$ cat config.mk
export PLATFORM = sky130hd
export DESIGN_NAME = og_fft8
export DESIGN_NICKNAME = d
export VERILOG_FILES = /design/src/rtl/og_fft_pkg.sv /design/src/rtl/og_fft_bfly.sv /design/src/rtl/og_fft8.sv
export SDC_FILE = /design/constraint.sdc
export NUM_CORES = 1
export LEC_CHECK = 0
export BUFFER_PORTS_ARGS = -buffer_cell sky130_fd_sc_hd__buf_4
export CAP_MARGIN = 20
export CORE_AREA = 2 2 39 41
export CTS_CLUSTER_DIAMETER = 30
export DETAILED_ROUTE_END_ITERATION = 8
export DIE_AREA = 0 0 41 43
export GPL_ROUTABILITY_DRIVEN = 0
export GPL_TIMING_DRIVEN = 0
export PLACE_DENSITY_LB_ADDON = 0.05
export SLEW_MARGIN = 20
export SYNTH_ARGS = -nofsm -noshare
export SYNTH_HDL_FRONTEND = slang
export SYNTH_SLANG_ARGS = --single-unit
$ cat constraint.sdc
create_clock -name clk -period 0.8 [get_ports clk]
set_input_delay 0.04 -clock clk [delete_from_list [all_inputs] [get_ports clk]]
set_output_delay 0.04 -clock clk [all_outputs]
set_load 0.01 [all_outputs]
$ cat src/rtl/og_fft_pkg.sv
// Shared types and constants for the fixed-coefficient 8-point FFT.
// The rounding helper is the only arithmetic shared between the butterfly and the top.
package og_fft_pkg;
    localparam int N     = 8;
    localparam int OUT_W = 9;
    localparam int INT_W = 12;
    localparam int TW_Q8 = 181;
    localparam int FRAC  = 8;

    typedef struct packed {
        logic signed [INT_W-1:0] re;
        logic signed [INT_W-1:0] im;
    } cplx_t;

    // Stage-1 input order for decimation in time.
    localparam int BITREV [N] = '{0, 4, 2, 6, 1, 5, 3, 7};

    // Scale by the twiddle magnitude, rounding half up; the shift is arithmetic.
    function automatic logic signed [INT_W-1:0] tw_scale(input logic signed [INT_W-1:0] v,
                                                         input int tw, input int frac);
        logic signed [31:0] p;
        p = 32'(v) * tw + (32'sd1 <<< (frac - 1));
        return INT_W'(p >>> frac);
    endfunction

    function automatic logic signed [OUT_W-1:0] to_out(input logic signed [INT_W-1:0] v);
        return v[OUT_W-1:0];
    endfunction
endpackage

$ cat src/rtl/og_fft_bfly.sv
// Radix-2 butterfly: o_p = a + W^tw * b, o_m = a - W^tw * b, where W = exp(-j*pi/4).
// W^1 and W^3 use the exact (+-1-j) product and then scale each component.
module og_fft_bfly
    import og_fft_pkg::*;
#(
    parameter int P_TW   = TW_Q8,
    parameter int P_FRAC = FRAC
) (
    input  cplx_t      i_a,
    input  cplx_t      i_b,
    input  logic [1:0] i_tw,
    output cplx_t      o_p,
    output cplx_t      o_m
);
    cplx_t w_t;

    always_comb begin
        w_t = i_b;
        case (i_tw)
            2'd0: w_t = i_b;
            2'd1: begin
                w_t.re = tw_scale(i_b.re + i_b.im, P_TW, P_FRAC);
                w_t.im = tw_scale(i_b.im - i_b.re, P_TW, P_FRAC);
            end
            2'd2: begin
                w_t.re = i_b.im;
                w_t.im = -i_b.re;
            end
            2'd3: begin
                w_t.re = tw_scale(i_b.im - i_b.re, P_TW, P_FRAC);
                w_t.im = tw_scale(-i_b.re - i_b.im, P_TW, P_FRAC);
            end
            default: w_t = i_b;
        endcase
    end

    assign o_p.re = i_a.re + w_t.re;
    assign o_p.im = i_a.im + w_t.im;
    assign o_m.re = i_a.re - w_t.re;
    assign o_m.im = i_a.im - w_t.im;
endmodule

$ cat src/rtl/og_fft8.sv
// 8-point DIT FFT of constant real samples; one bin, chosen by sel, is registered out.
// The whole transform is combinational from parameters; only the output holds state.
module og_fft8 #(
    parameter int X0   = 1,
    parameter int X1   = 2,
    parameter int X2   = 3,
    parameter int X3   = 4,
    parameter int X4   = 5,
    parameter int X5   = 6,
    parameter int X6   = 7,
    parameter int X7   = 8,
    parameter int TW   = 181,
    parameter int FRAC = 8
) (
    input  logic              clk,
    input  logic              rst,
    input  logic        [2:0] sel,
    output logic signed [8:0] yr,
    output logic signed [8:0] yi
);
    import og_fft_pkg::*;

    localparam int XS [N] = '{X0, X1, X2, X3, X4, X5, X6, X7};

    cplx_t w_x  [N];
    cplx_t w_s1 [N];
    cplx_t w_s2 [N];
    cplx_t w_y  [N];

    for (genvar i = 0; i < N; i++) begin : g_in
        assign w_x[i].re = INT_W'(XS[i]);
        assign w_x[i].im = '0;
    end

    // Stage 1 yields a0,a1,b0,b1,c0,c1,d0,d1; stage 2 yields E0..E3,O0..O3.
    for (genvar g = 0; g < 4; g++) begin : g_st1
        og_fft_bfly #(.P_TW(TW), .P_FRAC(FRAC)) u_bf (
            .i_a (w_x[BITREV[2*g]]),
            .i_b (w_x[BITREV[2*g+1]]),
            .i_tw(2'd0),
            .o_p (w_s1[2*g]),
            .o_m (w_s1[2*g+1])
        );
    end

    for (genvar h = 0; h < 2; h++) begin : g_st2
        for (genvar j = 0; j < 2; j++) begin : g_pair
            og_fft_bfly #(.P_TW(TW), .P_FRAC(FRAC)) u_bf (
                .i_a (w_s1[4*h+j]),
                .i_b (w_s1[4*h+j+2]),
                .i_tw(2'(2*j)),
                .o_p (w_s2[4*h+j]),
                .o_m (w_s2[4*h+j+2])
            );
        end
    end

    for (genvar k = 0; k < 4; k++) begin : g_st3
        og_fft_bfly #(.P_TW(TW), .P_FRAC(FRAC)) u_bf (
            .i_a (w_s2[k]),
            .i_b (w_s2[k+4]),
            .i_tw(2'(k)),
            .o_p (w_y[k]),
            .o_m (w_y[k+4])
        );
    end

    always_ff @(posedge clk) begin
        if (rst) begin
            yr <= '0;
            yi <= '0;
        end else begin
            yr <= to_out(w_y[sel].re);
            yi <= to_out(w_y[sel].im);
        end
    end
endmodule

# Yosys cells after proc, flatten, opt, wreduce, memory -nomap -nowiden
# Memories as Yosys holds them, arrays and structs flattened. A register that Yosys moved wholly into a read port is not among the register bits.
# Index checks and enable logic that the tools add are counted.
# Widths: inputs -> output; s select.
# classes
n_addsub	0
n_mul	0
div_mod_pow	0
order_cmp	0
n_eq_ne	0
shifts	0
mux	0
bitwise	1
reduce_logical	0
# ops
op	count
$not 3->4	1
# word_totals
regBits	0
latchBits	0
ramBits	0
romBits	192
input_bits	5
output_inout_bits	18
word_cells	2
n_memories	1
# memory_table
memory	depth	width	read_ports	rd_clocked_by_memory_dff	wr	line	source
(name not given)	8	24	1	1	0	og_fft8.sv:74	yi <= to_out(w_y[sel].im);

# Logic depth before layout (Yosys ltp)
# Gate-level depths: netlist of the first run.
# depth
ltp_word	1
mapped_depth	4

# Modules after synthesis
# A second synthesis of the first run with hierarchy kept.
# hier_totals
cells_unflattened	13849
hier_area_um2	119121.7
# modules_own_cells
mod	instances	cells_per_inst	area_each_um2	seq_area_each_um2
og_fft_bfly (g_st1[0].u_bf ...)	5	1166	9879.5	0.0
og_fft_bfly (g_st3[1].u_bf ...)	2	1123	9719.3	0.0
og_fft_bfly (g_st3[0].u_bf)	1	1138	9905.8	0.0
og_fft_bfly (g_st1[2].u_bf)	1	1165	9875.7	0.0
og_fft_bfly (g_st3[3].u_bf)	1	1140	9735.6	0.0
og_fft_bfly (g_st2[1].g_pair[0].u_bf)	1	1132	9646.8	0.0
og_fft_bfly (g_st2[1].g_pair[1].u_bf)	1	1094	9576.7	0.0
og_fft8	1	104	1545.2	360.3

# Worst setup path before layout of the first run
# No wires, ideal clock.
# synth_path
path_kind	input-to-reg
startpoint	input sel[0]
endpoint	register yi[3]
t_arrival_ns	0.503
t_required_ns	0.686
slack_ns	0.182
stages	4
n_path_buf	0
path_cell_list	inv_1 > ha_1 > mux2i_1 > nor2_1
# synth_between
elab_chain_cells	1
# synth_rtl
item	line	source
from (decl)	og_fft8.sv:17	input logic [2:0] sel,
$not 3->4 (not written as such)	og_fft8.sv:74	
to (decl)	og_fft8.sv:19	output logic signed [8:0] yi
# Every way passes these cells.

==> results of run 1 <==
==> final cells by class <==
class	instances	share of cell area (%)
Timing Repair Buffer	20	34.7
Sequential cell	6	23.1
Buffer	11	16.1
Multi-Input combinational cell	12	15.4
Clock buffer	3	4.20
Tap cell	16	3.73
Inverter	4	2.80
==> cell usage after synthesis (all sizes together) <==
cell / count / area (um2)
a21oi: 1 / 5.00
buf: 12 / 90.1
conb: 1 / 3.75
dfxtp: 6 / 120
ha: 2 / 25.0
inv: 4 / 15.0
mux2i: 2 / 20.0
nor2: 3 / 11.3
nor3: 1 / 10.0
==> power groups by stage <==
stage | combinational [mW] | sequential [mW] | clock (mW)
2_1_floorplan | 0.0924 | 0.344 | 0
3_3_place_gp | 0.194 | 0.334 | 0
3_5_place_dp | 0.197 | 0.335 | 0
4_1_cts | 0.217 | 0.332 | 0.285
5_1_grt | 0.238 | 0.335 | 0.306
6_report | 0.217 | 0.332 | 0.274
==> sequential cells by signal (all words and copies together) (netlist names) <==
register / flops
yi: 4
yr: 2
==> repair_timing <==
action / 4_1_cts / 5_1_grt
pin swaps: 0 / 0
endpoints found under the setup margin: 11 / 8
endpoints found under the hold margin: 4 / 0
resized for setup: 12 / 1
hold buffers: 1 / 0
gates cloned: 0 / 0
==> placed cells by master (no fill, tap or decap), drive strengths merged <==
cell / count
inv: 4
ha: 2
dfxtp: 6
dlygate4sd3: 1
conb: 3
nor2: 3
nor3: 1
mux2i: 2
a21oi: 1
clkbuf: 3
buf: 30
==> path summary, 6_finish.rpt <==
path	end	depth (start not counted)	slack, ns
setup / recovery	yr[7]	2	-0.06
hold / removal	yi[2]	3	0.05
==> metal layers <==
metal  part of all wire (%)  up-vias
met1                     31      114
met3                     12        0
met2                     57       15
li1                       -      130
met5                      0        -
met4                      0        0
==> cells by family after synthesis <==
logic type	count (synthesis)	share of synthesized area [%]
fa+ha+maj	2	8.33
compound gates	1	1.67
other cells	1	1.25
mux	2	6.67
buf+inv	16	35.0
simple gates	4	7.08
flops	6	40.0
==> per-stage QoR <==
step                      TNS (ns)  total power [mW]
final                       -0.395             0.823
after global routing        -0.631             0.880
after CTS                   -0.490             0.835
after detailed placement         0             0.532
after global placement           0             0.528
after floorplan                  0             0.436
==> out/qor.log, run 1 <==
qor: run_status.violations setup timing
qor: drt.postRouteWirelength 557 um
qor: synthesis.yosysWarningCount 0
qor: finish.multi_input_comb_area 82.6 um2
qor: sta.report.final.slew_viol_count 0
qor: finish.fillCellCount 156
qor: finish.layout-drive-gt1-share 66.1%
qor: synthesis.ys_seq_area_share 40.0%
qor: finish.antenna_cells 0
qor: sta.fin_worst_hold_slack 0.0466 ns
qor: global_route.largest_net_degree_at_the_start_of_global_routing 7
qor: drt.drt_drc_violations_left 0
qor: floorplanning.io-pin-count 23
qor: worst_setup_path.critPathCaptureType output pin
qor: finish.post_layout_nonfiller_instances 72
qor: placement.placed_cells_incl_taps 69
qor: clocking.total_cts_buffers 3
qor: drt.detailroute.via_count 259
qor: global_route.grt_first_pass_wirelength 841 um
qor: worst_setup_path.worst_setup_path_startpoint yr[3]
qor: drt.final_antenna_net_count 0
qor: finish.layout-area-overhead-vs-synth 78.8%
qor: placement.dpl-instance-area 470 um2
qor: global_route.antenna_found_initial 0
qor: global_route.vias_in_the_first_global_route 219
qor: sta.timing.final.setup_violations 8
qor: global_route.grt_usage 8.34%
qor: sta.period_minus_slack 0.859 ns
qor: clocking.cts.sink_count 6
qor: finish.final_design_area_no_fill 537 um2
qor: floorplanning.area_of_the_core_region 0.00138 mm2
qor: pwr.netSwitchingFraction 23.9%
qor: sta.grt_setup_unrepaired true
qor: drt.router_iterations_before_antenna_repair 2
qor: floorplanning.die_height 43 um
qor: min_path.hold_class in -> reg
qor: floorplanning.floorplan.rows 14
qor: clocking.cts_root_buf clkbuf_4
qor: synthesis.syn-mean-instance-area 9.38 um2
qor: worst_setup_path.critical_path_arrival 0.82 ns
qor: pwr.switchingPower 197 uW
qor: worst_setup_path.crit_family flip-flops
qor: pwr.static-leakage-power 0.299 nW
qor: clocking.clock_tree.htree_level_count 1
qor: synthesis.synthesis.instances 32
qor: floorplanning.dieWidth 41 um
qor: sta.worst_setup_slack_final -0.0586 ns
qor: synthesis.number_of_distinct_library_cell_variants_in_the_gate_level_netlist_after_synthesis 9
qor: pwr.power.combinational.fraction 26.4%
qor: worst_setup_path.worst_path_max_delay_cell dfxtp_2
qor: sta.final_period_util 107%
qor: worst_setup_path.setup.worst_path.start_class flop
qor: floorplanning.starting_utilization_of_the_core_area 21.7%
qor: worst_setup_path.critical_path.n_buffers_inverters 2
qor: drt.routedWlPerCell 7.74 um
qor: clocking.ctsLongestPathBuffers 2
qor: sta.maxClockFrequency 1.16 GHz
qor: worst_setup_path.crit_required 0.76 ns
qor: synthesis.mappedNetlistArea 300 um2
qor: finish.seqCellArea 124 um2
qor: global_route.gr-max-usage-layer met4
qor: global_route.global_route.overflow_total 0
qor: run_status.status finished, violations left
qor: pwr.vdd_ir_drop_max 0.000453 V
qor: pwr.clkPwrFrac 33.2%
qor: sta.finalHoldViolCount 0
qor: clocking.cts_tree done
qor: finish.finalNetCount 65
qor: global_route.grt_use_met2 12.2%
qor: synthesis.ys_seq_elements 6
qor: placement.worst_slack_after_detailed_placement 0.0148 ns
qor: floorplanning.die_area 0.00176 mm2
qor: min_path.hp-start sel[1]
qor: worst_setup_path.critPathMaxFanout 5
qor: pwr.power_density 1530 mW/mm2
qor: clocking.clock_pin_slew_on_the_worst_setup_and_hold_paths 0.04 ns
qor: worst_setup_path.cp_slowest_stage_delay 0.33 ns
qor: drt.violation_count_after_the_first_detailed_routing_iteration 2
qor: pwr.cellInternalPower 626 uW
qor: worst_setup_path.path_class reg -> out
qor: clocking.post_cts.repair.setup_buffers 0
qor: global_route.use_met3 3.14%
qor: global_route.gr-usage-met1 5.48%
qor: placement.numPortBuffers 19
qor: worst_setup_path.crit_path_cell_trace buf_4, buf_6
qor: drt.routed_via_density 3.60
qor: pwr.share_seq_of_total_power 40.3%
qor: finish.postLayoutCoreUtil 38.8%
qor: flow_run.maxCapViolations 0
(Power assumes the default switching activity.)
==> inputs of run 2 (changes only) <==
--- a/config.mk
+++ b/config.mk
@@ -5,6 +5,7 @@
 export SDC_FILE = /design/constraint.sdc
 export NUM_CORES = 1
 export LEC_CHECK = 0
+export ABC_CLOCK_PERIOD_IN_PS = 800
 export BUFFER_PORTS_ARGS = -buffer_cell sky130_fd_sc_hd__buf_4
 export CAP_MARGIN = 20
 export CORE_AREA = 2 2 39 41
@@ -13,7 +14,7 @@
 export DIE_AREA = 0 0 41 43
 export GPL_ROUTABILITY_DRIVEN = 0
 export GPL_TIMING_DRIVEN = 0
-export PLACE_DENSITY_LB_ADDON = 0.05
+export PLACE_DENSITY = 0.54
 export SLEW_MARGIN = 20
 export SYNTH_ARGS = -nofsm -noshare
 export SYNTH_HDL_FRONTEND = slang
==> out/qor.log, run 2 (same netlist as run 1, synthesis figures left out) <==
qor: finish.layout_commonest_cell buf_4
qor: finish.layout-drive-gt1-share 66.1%
qor: sta.finalHoldViolCount 0
qor: sta.grt_setup_unrepaired true
qor: drt.final_antenna_net_count 0
qor: global_route.antenna_found_initial 0
qor: worst_setup_path.critPathCaptureType output pin
qor: drt.detailroute.via_count 250
qor: drt.drt_drc_violations_left 0
qor: sta.report.final.slew_viol_count 0
qor: clocking.clock_tree.htree_level_count 1
qor: pwr.clkPwrFrac 32.5%
qor: worst_setup_path.worst_setup_path_startpoint yr[3]
qor: clocking.cts_root_buf clkbuf_4
qor: finish.layout_common_cells buf_4 (21), buf_6 (9), inv_1 (4)
qor: finish.largest_reg_flops 4
qor: sta.maxClockFrequency 1.18 GHz
qor: pwr.power.combinational.fraction 26.5%
qor: worst_setup_path.setup.worst_path.start_class flop
qor: sta.final_period_util 106%
qor: finish.antenna_cells 0
qor: worst_setup_path.crit_path_cell_trace buf_4, buf_6
qor: worst_setup_path.crit_required 0.76 ns
qor: finish.largest_register yi
qor: finish.layout-area-overhead-vs-synth 77.5%
qor: pwr.static-leakage-power 0.298 nW
qor: min_path.hold_class in -> reg
qor: worst_setup_path.crit_family flip-flops
qor: drt.routedWlPerCell 6.68 um
qor: worst_setup_path.critical_path.n_buffers_inverters 2
qor: worst_setup_path.worst_path_max_delay_cell dfxtp_2
qor: floorplanning.floorplan.rows 14
qor: placement.numPortBuffers 19
qor: finish.largest_registers yi x4, yr x2
qor: pwr.power_density 1520 mW/mm2
qor: global_route.global_route.overflow_total 0
qor: floorplanning.starting_utilization_of_the_core_area 21.7%
qor: run_status.violations setup timing
qor: worst_setup_path.critPathMaxFanout 5
qor: pwr.vdd_ir_drop_max 0.000449 V
qor: sta.period_minus_slack 0.844 ns
qor: worst_setup_path.path_class reg -> out
qor: clocking.total_cts_buffers 3
qor: global_route.vias_in_the_first_global_route 189
qor: global_route.largest_net_degree_at_the_start_of_global_routing 7
qor: floorplanning.die_area 0.00176 mm2
qor: clocking.clock_pin_slew_on_the_worst_setup_and_hold_paths 0.04 ns
qor: clocking.cts.sink_count 6
qor: placement.worst_slack_after_detailed_placement 0.00620 ns
qor: run_status.status finished, violations left
qor: drt.postRouteWirelength 481 um
qor: pwr.switchingPower 185 uW
qor: floorplanning.dieWidth 41 um
qor: finish.postLayoutCoreUtil 38.5%
qor: min_path.hp-start sel[1]
qor: floorplanning.io-pin-count 23
qor: worst_setup_path.cp_slowest_stage_delay 0.33 ns
qor: clocking.cts_tree done
qor: sta.timing.final.setup_violations 8
qor: finish.finalNetCount 65
qor: pwr.netSwitchingFraction 22.9%
qor: pwr.cellInternalPower 624 uW
qor: flow_run.maxCapViolations 0
qor: floorplanning.area_of_the_core_region 0.00138 mm2
qor: pwr.share_seq_of_total_power 41.0%
qor: drt.routed_via_density 3.47
qor: drt.violation_count_after_the_first_detailed_routing_iteration 0
qor: clocking.ctsLongestPathBuffers 2
qor: sta.worst_setup_slack_final -0.0444 ns
qor: worst_setup_path.critical_path_arrival 0.80 ns
qor: floorplanning.die_height 43 um
qor: global_route.grt_first_pass_wirelength 669 um
qor: global_route.grt_usage 6.93%
qor: drt.router_iterations_before_antenna_repair 1
## run 2: changes by cell type in the layout (fill, tap and decap cells not counted)
cell,delta
buf_6,-1
buf_4,+1
## run 2: path summary, 6_finish.rpt
check / endpoint / cells past startpoint
worst min-delay path: yi[2] / 3
worst max-delay path: yr[4] / 2
## run 2: layout make-up
type / instances / area (um2)
repair buffers: 20 / 186
flip-flops and latches: 6 / 124
multi-input cells: 12 / 82.6
inverters: 4 / 15.0
plain buffers: 11 / 82.6
fillers: 159 / 851
well taps: 16 / 20.0
clock buffers: 3 / 22.5
## run 2: timing repair
item	4_1_cts	5_1_grt
hold buffers	1	0
buffers inserted	0	0
gates resized for setup	12	0
endpoints found under the setup margin	11	8
pin swaps	0	0
hold endpoints to repair	3	0
## run 2: per-stage QoR
| step | area, um2 | total power, mW | hold WS (ns) | TNS, ns | instances |
|---|---|---|---|---|---|
| floorplan | 308 | 0.436 | 0.0965 | 0 | 34 |
| global route | 533 | 0.871 | 0.0691 | -0.603 | 72 |
| detailed placement | 470 | 0.531 | 0.249 | 0 | 69 |
| CTS | 533 | 0.828 | 0.0691 | -0.423 | 72 |
| finish | 533 | 0.809 | 0.0692 | -0.323 | 72 |
| global placement | 470 | 0.528 | 0.250 | 0 | 69 |
## run 2: power groups by stage
stage	combinational (mW)	clock (mW)	sequential [mW]
final	0.214	0.263	0.331
after global routing	0.235	0.303	0.333
after CTS	0.217	0.279	0.332
after detailed placement	0.196	0	0.335
after global placement	0.194	0	0.334
after floorplan	0.0924	0	0.344
## run 2: worst min-delay path, delay by kind of cell
family / cells / cell delay [ns]
buf+inv: 1 / 0.08
mux: 1 / 0.06
simple gates: 1 / 0.09
## run 2: routing by layer
metal	track usage (%)	part of all wire (%)	wire [um]
met1	4.18	33	161
met2	8.75	48	230
met3	5.24	14	69
met4	12.0	4.0	19
met5	0	0	0
